$ cat config.mk
export PLATFORM = sky130hd
export DESIGN_NAME = prog_counter_divider
export DESIGN_NICKNAME = d
export VERILOG_FILES = /design/src/rtl/prog_counter_divider.sv
export SDC_FILE = /design/constraint.sdc
export NUM_CORES = 1
export LEC_CHECK = 0
export CORE_MARGIN = 10
export CORE_UTILIZATION = 40
export DETAILED_ROUTE_END_ITERATION = 10
export PLACE_DENSITY = 0.73
export SYNTH_ARGS = -nofsm -noshare
export SYNTH_HDL_FRONTEND = slang
export SYNTH_SLANG_ARGS = --single-unit
export TNS_END_PERCENT = 10
$ cat constraint.sdc
create_clock -name clk_i -period 2.7 [get_ports clk_i]
set_input_delay 0.54 -clock clk_i [delete_from_list [all_inputs] [get_ports clk_i]]
set_output_delay 0.54 -clock clk_i [all_outputs]
set_load 0.05 [all_outputs]
$ cat src/rtl/prog_counter_divider.sv
// Programmable up/down counter and clock-enable divider.
// Counts 0..M-1 (M=0 selects the full 2^WIDTH range), with wrap or one-shot
// behaviour, a terminal-count pulse and a divide-by-2M toggle output.
// All outputs come straight from flops, so they are safe to use as clock enables.

module prog_counter_divider #(
  parameter int unsigned WIDTH = 8
) (
  input  logic             clk_i,
  input  logic             rst_n_i,
  input  logic             en_i,
  input  logic             clr_i,
  input  logic             load_i,
  input  logic [WIDTH-1:0] load_val_i,
  input  logic [WIDTH-1:0] mod_i,
  input  logic             dir_i,
  input  logic             oneshot_i,
  output logic [WIDTH-1:0] q_o,
  output logic             tc_o,
  output logic             div_o,
  output logic             done_o
);

  logic [WIDTH-1:0] q_q, q_d;
  logic             tc_q, tc_d;
  logic             div_q, div_d;
  logic             done_q, done_d;
  logic [WIDTH-1:0] last;
  logic [WIDTH-1:0] term;
  logic             term_event;

  // Highest legal count and the value that ends a pass in the current direction.
  always_comb begin
    last = (mod_i == '0) ? '1 : (mod_i - 1'b1);
    term = dir_i ? last : '0;
  end

  // Next-state logic: clear beats load beats enable; a count left above LAST
  // (by a load or a shrinking modulus) is pulled back into range.
  always_comb begin
    q_d        = q_q;
    tc_d       = 1'b0;
    div_d      = div_q;
    done_d     = done_q;
    term_event = 1'b0;

    if (clr_i) begin
      q_d    = '0;
      div_d  = 1'b0;
      done_d = 1'b0;
    end else if (load_i) begin
      q_d    = load_val_i;
      done_d = 1'b0;
    end else if (en_i && !(done_q && oneshot_i)) begin
      // Reaching here with done set means one-shot was dropped: release it.
      done_d = 1'b0;
      if (dir_i) begin
        if ((q_q == term) || (q_q > last)) begin
          term_event = 1'b1;
        end else begin
          q_d = q_q + 1'b1;
        end
      end else begin
        if (q_q == '0) begin
          term_event = 1'b1;
        end else if (q_q > last) begin
          q_d = last;
        end else begin
          q_d = q_q - 1'b1;
        end
      end

      if (term_event) begin
        tc_d  = 1'b1;
        div_d = ~div_q;
        if (oneshot_i) begin
          done_d = 1'b1;
        end else begin
          q_d = dir_i ? '0 : last;
        end
      end
    end
  end

  // State and output registers.
  always_ff @(posedge clk_i or negedge rst_n_i) begin
    if (!rst_n_i) begin
      q_q    <= '0;
      tc_q   <= 1'b0;
      div_q  <= 1'b0;
      done_q <= 1'b0;
    end else begin
      q_q    <= q_d;
      tc_q   <= tc_d;
      div_q  <= div_d;
      done_q <= done_d;
    end
  end

  assign q_o    = q_q;
  assign tc_o   = tc_q;
  assign div_o  = div_q;
  assign done_o = done_q;

endmodule

==> out/results.tsv, run 1 <==
stage	metric	value	unit
outcome	run status	complete, but fails checks	
outcome	violated checks	negative setup slack	
clocking	CTS tree	built	
finish	fraction of layout instances using a drive strength above 1	37.4	%
routing	Pre-antenna DRT Iters	5	
floorplan	number of ports placed on the die boundary	34	
floorplan	DIE AREA	8730	um^2
timing	final hold violations	0	
yosys	Distinct cells, synth	71	
timing	final critical-path required period	3.54	ns
setup_path	CP max-delay cell	or3b_4	
setup_path	crit-path max cell delay	0.38	ns
timing	worst-case clock skew	0.00217	ns
setup_path	Crit Reg-Reg Startpoint	q_o[7]	
timing	Pins Over Slew Limit	0	
routing	number of DRC violations after detailed-routing iteration 0	348	
setup_path	type of element capturing the critical path	flop	
setup_path	worst reg2reg endpoint	q_o[4]	
timing	sum of negative setup slack	-7.83	ns
power_and_ir_drop	Power Density	341	nW/um^2
clocking	total clock buffers created by CTS	3	
timing	unrepaired setup endpoints after global routing	true	
routing	vias after detailed routing	2954	
yosys	syn avg cell area	7.24	um^2
setup_path	Reg2Reg Setup Slack	-0.29	ns
floorplan	horizontal die dimension	93.4	um
timing	timing-limited maximum frequency	282	MHz
floorplan	vertical die dimension	93.4	um
clocking	cell chosen for the clock root	clkbuf_8	
finish	final-layout fill cell count	425	
global_routing	all-layer global routing usage	20.4	%
min_path	hold path startpoint	div_o	
yosys	top cells by count, synth	nor2_1, a21oi_1, nand2_1, inv_1, clkbuf_1	
routing	Vias/cell	6.17	
min_path	Worst Hold Endpoint	div_o	
place	final estimated routing congestion in global placement	0.972	
timing	final setup violation count	11	
finish	Layout Utilization	66.9	%
place	count of input and output buffers	33	
setup_path	number of cells on the worst reg-to-reg path	9	
yosys	number of register bits inferred by synthesis	11	
clocking	H-tree depth	1	
setup_path	Critical Path Most Common Cell	buf_4	
floorplan	placeable core region	5170	um^2
yosys	most numerous cell in the Yosys netlist	nor2_1	
routing	wirelength, routed	9190	um
global_routing	number of antenna violations at the first check in global routing	0	
place	half-perimeter wire length after placement	6720	um
setup_path	arrival time at the worst endpoint	3.70	ns
yosys	library cell with the largest summed area after synthesis	dfrtp_1	
clocking	maximum clock insertion buffer count	2	
routing	average wire per cell in the routed design	19.2	um
yosys	area share of the largest cell type after synthesis	12.8	%
clocking	clock insertion delay at the later pin of the skew report	0.25	ns
yosys	Post-Syn Instances	298	
min_path	path class of the lowest-slack min-delay path	flop to flop	
finish	layout overhead on the synthesized area	60.3	%
power_and_ir_drop	Lkg Pwr	1.46	nW
setup_path	path type of the worst setup path	primary input to flop	
global_routing	via count of the first global-routing pass	2904	
global_routing	Congestion Overflow GR	0	
yosys	top cells by area in the synthesized netlist	dfrtp_1, ha_1, a21oi_1	
clocking	clock-pin slew on the worst setup and hold paths	0.06	ns
run	max-cap violation count	0	
yosys	sequential-to-total area share from yosys stat	12.8	%
global_routing	largest net degree at the start of global routing	20	
setup_path	critical-path maximum fanout	5	
routing	DRT antenna net count	0	
power_and_ir_drop	worst-case vdd ir drop	0.258	mV
yosys	most common flop cell mapped by yosys	dfrtp_1	
global_routing	wire length of the first global-routing pass	14600	um
yosys	number of enable flip-flop cells after synthesis	0	
setup_path	kind of launch point of the worst setup path	primary input	
yosys	Async SR Flop Fraction	100	%
clocking	clock net sink count	11	
finish	n_diodes	0	
timing	worst-case headroom to the max-slew limit	61.4	%
min_path	number of stages on the worst hold path	2	
clocking	Hold Buf Count CTS	0	
setup_path	worst-path cell chain	buf_8 -> inv_6 -> ha_4 -> or3b_4 -> a21oi_4 -> a21oi_2 -> a31oi_4 -> inv_2 -> ha_4 -> nand4_1 -> buf_4 -> o21ai_2 -> or2_4 -> buf_4 -> buf_4 -> a41oi_1 -> o22a_1 -> a211o_1 -> a21boi_2	
finish	net count reported at finish	446	
yosys	Post-Syn Nets	334	
timing	post-route fraction of the period consumed by the critical path	131	%
floorplan	Initial Util	41.7	%
timing	setup slack of the critical path after layout	-0.842	ns
timing	slew of the pin with the lowest slew margin	0.574	ns
routing	final routed DRC violation total	0	
yosys	Synth Cell Area	2160	um^2
setup_path	worst path required time	2.86	ns
yosys	Synthesis Warnings	0	
floorplan	row cnt	26	
==> placed cells by master, fill, tap and decap left out, types with 4 or more instances in the layout <==
master / n
xor2_1: 6
nand2_1: 19
a221o_1: 5
nor2_1: 24
nand4_1: 4
o21ai_1: 5
nand3_1: 8
buf_6: 6
a21oi_1: 22
a221oi_1: 4
ha_1: 11
clkdlybuf4s50_1: 25
nand2b_1: 5
dfrtp_1: 11
nor2b_1: 6
a211oi_1: 5
dlygate4sd2_1: 4
buf_4: 93
o21ai_0: 7
and2_1: 5
nor3_1: 10
inv_1: 16
nor3b_1: 4
xnor2_1: 4
==> worst max-delay path, delay by kind of cell <==
kind            cells  cell delay [ns]
compound gates      8             1.42
simple gates        3             0.67
buf+inv             6             0.65
fa+ha+maj           2             0.40
==> repair_timing <==
item / CTS / global route
gates resized for setup: 47 / 16
pin swaps: 19 / 14
setup endpoints to repair: 11 / 11
setup buffers: 20 / 2
==> worst max-delay path by stage <==
stage               startpoint      to  slack (ns)  cells past startpoint
finish                mod_i[0]  q_o[5]       -0.84                     19
global route          mod_i[0]  q_o[4]       -0.93                     19
CTS                   mod_i[0]  q_o[2]       -0.81                     18
detailed placement    mod_i[0]  q_o[2]       -1.46                     17
global placement      mod_i[0]  q_o[2]       -1.34                     17
floorplan             mod_i[0]  q_o[2]       -0.88                     18
==> layout make-up <==
class | instances | area, um^2 | area share, %
multi-input combinational | 244 | 1890 | 54.7
timing repair buffer | 131 | 1080 | 31.3
sequential | 11 | 275 | 7.96
tap | 70 | 87.6 | 2.53
inverter | 19 | 78.8 | 2.28
clock buffer | 4 | 45.0 | 1.30
==> per-layer routing <==
metal | share of wire, % | vias up | wire, um | GRT usage [%]
met4 | 3.8 | 0 | 350 | 7.46
met2 | 48 | 173 | 4390 | 35.3
met3 | 7.2 | 33 | 660 | 2.80
li1 | - | 1340 | - | -
met5 | 0 | - | 0 | 0
met1 | 41 | 1408 | 3790 | 24.9
==> state kept, by name, indices dropped and copies added, names as in the netlist <==
register  cells
q_o           8
div_o         1
tc_o          1
done_o        1
==> metrics by stage <==
step / instance area [um^2] / std cells / worst slack [ns] / hold slack, ns / power, W
finish: 3460 / 479 / -0.842 / 0.639 / 0.00118
global route: 3460 / 479 / -0.928 / 0.698 / 0.00125
CTS: 3400 / 480 / -0.810 / 0.635 / 0.00114
detailed placement: 3100 / 456 / -1.46 / 0.618 / 0.000893
global placement: 3100 / 456 / -1.34 / 0.602 / 0.000885
floorplan: 2230 / 298 / -0.885 / 0.244 / 0.000614
==> kinds of logic (layout without fill, tap and decap cells) <==
kind of cell             after synthesis  count (layout)  share of synthesized area (%)
adder cells (fa/ha/maj)               13              13                           7.54
buffers and inverters                 43             154                           8.35
AO/OA/AOI/OAI                         98              98                           33.9
XOR/XNOR                              10              10                           4.06
flip-flops                            11              11                           12.8
multiplexers                           5               5                           2.84
AND/OR/NAND/NOR                      118             118                           30.6
==> where the power goes <==
group | total (W) | switching [W] | leakage [nW] | internal (W)
logic | 0.000803 | 0.000436 | 1.29 | 0.000368
registers | 0.000192 | 0.0000142 | 0.147 | 0.000178
clock network | 0.000183 | 0.0000781 | 0.0228 | 0.000104
Note: power is estimated with default switching activity, not from simulation.
==> run 2, diff against run 1 <==
--- a/config.mk
+++ b/config.mk
@@ -5,10 +5,12 @@
 export SDC_FILE = /design/constraint.sdc
 export NUM_CORES = 1
 export LEC_CHECK = 0
+export CELL_PAD_IN_SITES_DETAIL_PLACEMENT = 0
+export CELL_PAD_IN_SITES_GLOBAL_PLACEMENT = 1
 export CORE_MARGIN = 10
-export CORE_UTILIZATION = 40
+export CORE_UTILIZATION = 36
 export DETAILED_ROUTE_END_ITERATION = 10
-export PLACE_DENSITY = 0.73
+export PLACE_DENSITY = 0.86
 export SYNTH_ARGS = -nofsm -noshare
 export SYNTH_HDL_FRONTEND = slang
 export SYNTH_SLANG_ARGS = --single-unit
==> constraint.sdc (replaced) <==
create_clock -name clk_i -period 2.7 [get_ports clk_i]
set_input_delay 0.405 -clock clk_i [delete_from_list [all_inputs] [get_ports clk_i]]
set_output_delay 0.405 -clock clk_i [all_outputs]
set_load 0.05 [all_outputs]
==> out/results.tsv, run 2 (same netlist as run 1, synthesis figures left out) <==
stage	metric	value	unit
finish	Largest register FFs	8	
timing	post-route fraction of the period consumed by the critical path	128	%
setup_path	Crit Reg-Reg Startpoint	q_o[5]	
power_and_ir_drop	Power Total	0.00114	W
global_routing	via count of the first global-routing pass	2840	
timing	final hold violations	0	
floorplan	vertical die dimension	97.4	um
finish	final-layout fill cell count	562	
clocking	maximum clock insertion buffer count	2	
global_routing	number of antenna violations at the first check in global routing	0	
floorplan	placeable core region	5890	um^2
finish	net count reported at finish	437	
power_and_ir_drop	sw power	0.000504	W
finish	footprint of the multi-input gates	1840	um^2
floorplan	number of ports placed on the die boundary	34	
setup_path	Reg2Reg Setup Slack	-0.18	ns
clocking	cell chosen for the clock root	clkbuf_8	
timing	unrepaired setup endpoints after global routing	true	
global_routing	all-layer global routing usage	16.8	%
power_and_ir_drop	clock network power share	15.2	%
setup_path	critical-path maximum fanout	6	
finish	final instance area	3340	um^2
routing	wirelength, routed	8410	um
routing	number of DRC violations after detailed-routing iteration 0	149	
clocking	clock insertion delay at the later pin of the skew report	0.24	ns
timing	timing-limited maximum frequency	288	MHz
timing	sum of negative setup slack	-6.27	ns
place	half-perimeter wire length after placement	6680	um
min_path	path class of the lowest-slack min-delay path	primary input to asynchronous set/reset pin	
floorplan	Initial Util	36.6	%
routing	Vias/cell	5.86	
clocking	CTS tree	built	
setup_path	type of element capturing the critical path	flop	
power_and_ir_drop	fraction of power spent switching nets	44.3	%
setup_path	worst path required time	2.85	ns
finish	Seq. cell area	275	um^2
power_and_ir_drop	worst-case vdd ir drop	0.269	mV
routing	DRT antenna net count	0	
setup_path	arrival time at the worst endpoint	3.62	ns
run	max-cap violation count	0	
routing	Pre-antenna DRT Iters	4	
setup_path	launching element of the worst setup path	mod_i[0]	
global_routing	Congestion Overflow GR	0	
setup_path	number of cells on the worst reg-to-reg path	9	
setup_path	path type of the worst setup path	primary input to flop	
place	final estimated routing congestion in global placement	0.934	
place	count of input and output buffers	33	
clocking	clock-pin slew on the worst setup and hold paths	0.06	ns
timing	Pins Over Slew Limit	0	
finish	most frequent standard cell in the layout excluding fill and tap cells	buf_4	
timing	final setup violation count	11	
place	Placed Area	3130	um^2
setup_path	kind of launch point of the worst setup path	primary input	
clocking	clock net sink count	11	
clocking	total clock buffers created by CTS	3	
timing	final critical-path required period	3.47	ns
routing	vias after detailed routing	2784	
power_and_ir_drop	Lkg Pwr	1.41	nW
global_routing	largest net degree at the start of global routing	20	
timing	worst-case headroom to the max-slew limit	58.6	%
timing	setup slack of the critical path after layout	-0.767	ns
timing	Post-Route Hold Slack	0.547	ns
global_routing	wire length of the first global-routing pass	13800	um
floorplan	row cnt	28	
power_and_ir_drop	Power Internal	0.000633	W
timing	worst-case clock skew	0.00634	ns
finish	fraction of layout instances using a drive strength above 1	33.5	%
power_and_ir_drop	Power Density	340	nW/um^2
floorplan	DIE AREA	9490	um^2
routing	final routed DRC violation total	0	
finish	n_diodes	0	
power_and_ir_drop	Flop pwr share	17.2	%
power_and_ir_drop	Comb pwr share	67.5	%
routing	average wire per cell in the routed design	17.7	um
floorplan	horizontal die dimension	97.4	um
clocking	H-tree depth	1	
finish	layout overhead on the synthesized area	55.0	%
finish	commonest cells after routing, fill and taps aside	buf_4, clkdlybuf4s50_1, nor2_1, a21oi_1, nand2_1	
setup_path	worst reg2reg endpoint	q_o[2]	
finish	Layout Utilization	56.8	%
timing	slew of the pin with the lowest slew margin	0.620	ns
outcome	violated checks	negative setup slack	
outcome	run status	complete, but fails checks	
-- run 2: metrics by stage --
step	instances	setup WS, ns
2_1_floorplan	298	-0.750
3_3_place_gp	464	-1.16
3_5_place_dp	464	-1.29
4_1_cts	471	-0.621
5_1_grt	475	-0.921
6_report	475	-0.767
-- run 2: how the worst max path moves through the flow --
stage                        end  slack [ns]  cells after the start
final                     q_o[2]       -0.77                     18
after global routing      q_o[2]       -0.92                     18
after CTS                 q_o[3]       -0.62                     17
after detailed placement  q_o[3]       -1.29                     18
after global placement    q_o[3]       -1.16                     17
after floorplan           q_o[2]       -0.75                     18
-- run 2: worst max-delay path, stage by stage --
cell	delay, ns
buf_8	0.10
inv_6	0.05
ha_4	0.12
buf_4	0.09
buf_4	0.10
or3b_4	0.38
a21oi_2	0.12
o21ai_1	0.11
ha_1	0.32
o21ai_0	0.13
o211ai_1	0.32
o21ai_4	0.12
or2_4	0.31
buf_12	0.13
nor3_4	0.12
o32ai_1	0.09
a2111o_1	0.40
a211oi_2	0.20
-- run 2: repair_timing --
action | 4_1_cts | 5_1_grt
pin swaps | 16 | 9
hold endpoints to repair | 0 | 0
resized for setup | 36 | 9
endpoints found under the setup margin | 11 | 11
hold buffers | 0 | 0
setup buffers | 3 | 4
-- run 2: per-layer routing --
| metal | share of wire (%) | track usage [%] |
|---|---|---|
| met4 | 2.6 | 4.70 |
| met1 | 44 | 20.2 |
| met2 | 48 | 29.4 |
| met5 | 0 | 0 |
| met3 | 5.6 | 2.99 |
-- run 2: layout make-up --
class | instances | share of cell area (%)
flip-flops and latches | 11 | 8.23
repair buffers | 122 | 30.3
multi-input cells | 244 | 54.9
clock buffers | 4 | 1.35
inverters | 19 | 2.36
well taps | 75 | 2.81
-- run 2: power groups by stage --
| stage | Clock [W] | Combinational, W | Sequential [W] |
|---|---|---|---|
| 2_1_floorplan | 0 | 0.000377 | 0.000237 |
| 3_3_place_gp | 0 | 0.000693 | 0.000198 |
| 3_5_place_dp | 0 | 0.000701 | 0.000197 |
| 4_1_cts | 0.000179 | 0.000727 | 0.000195 |
| 5_1_grt | 0.000188 | 0.000829 | 0.000196 |
| 6_report | 0.000173 | 0.000768 | 0.000196 |
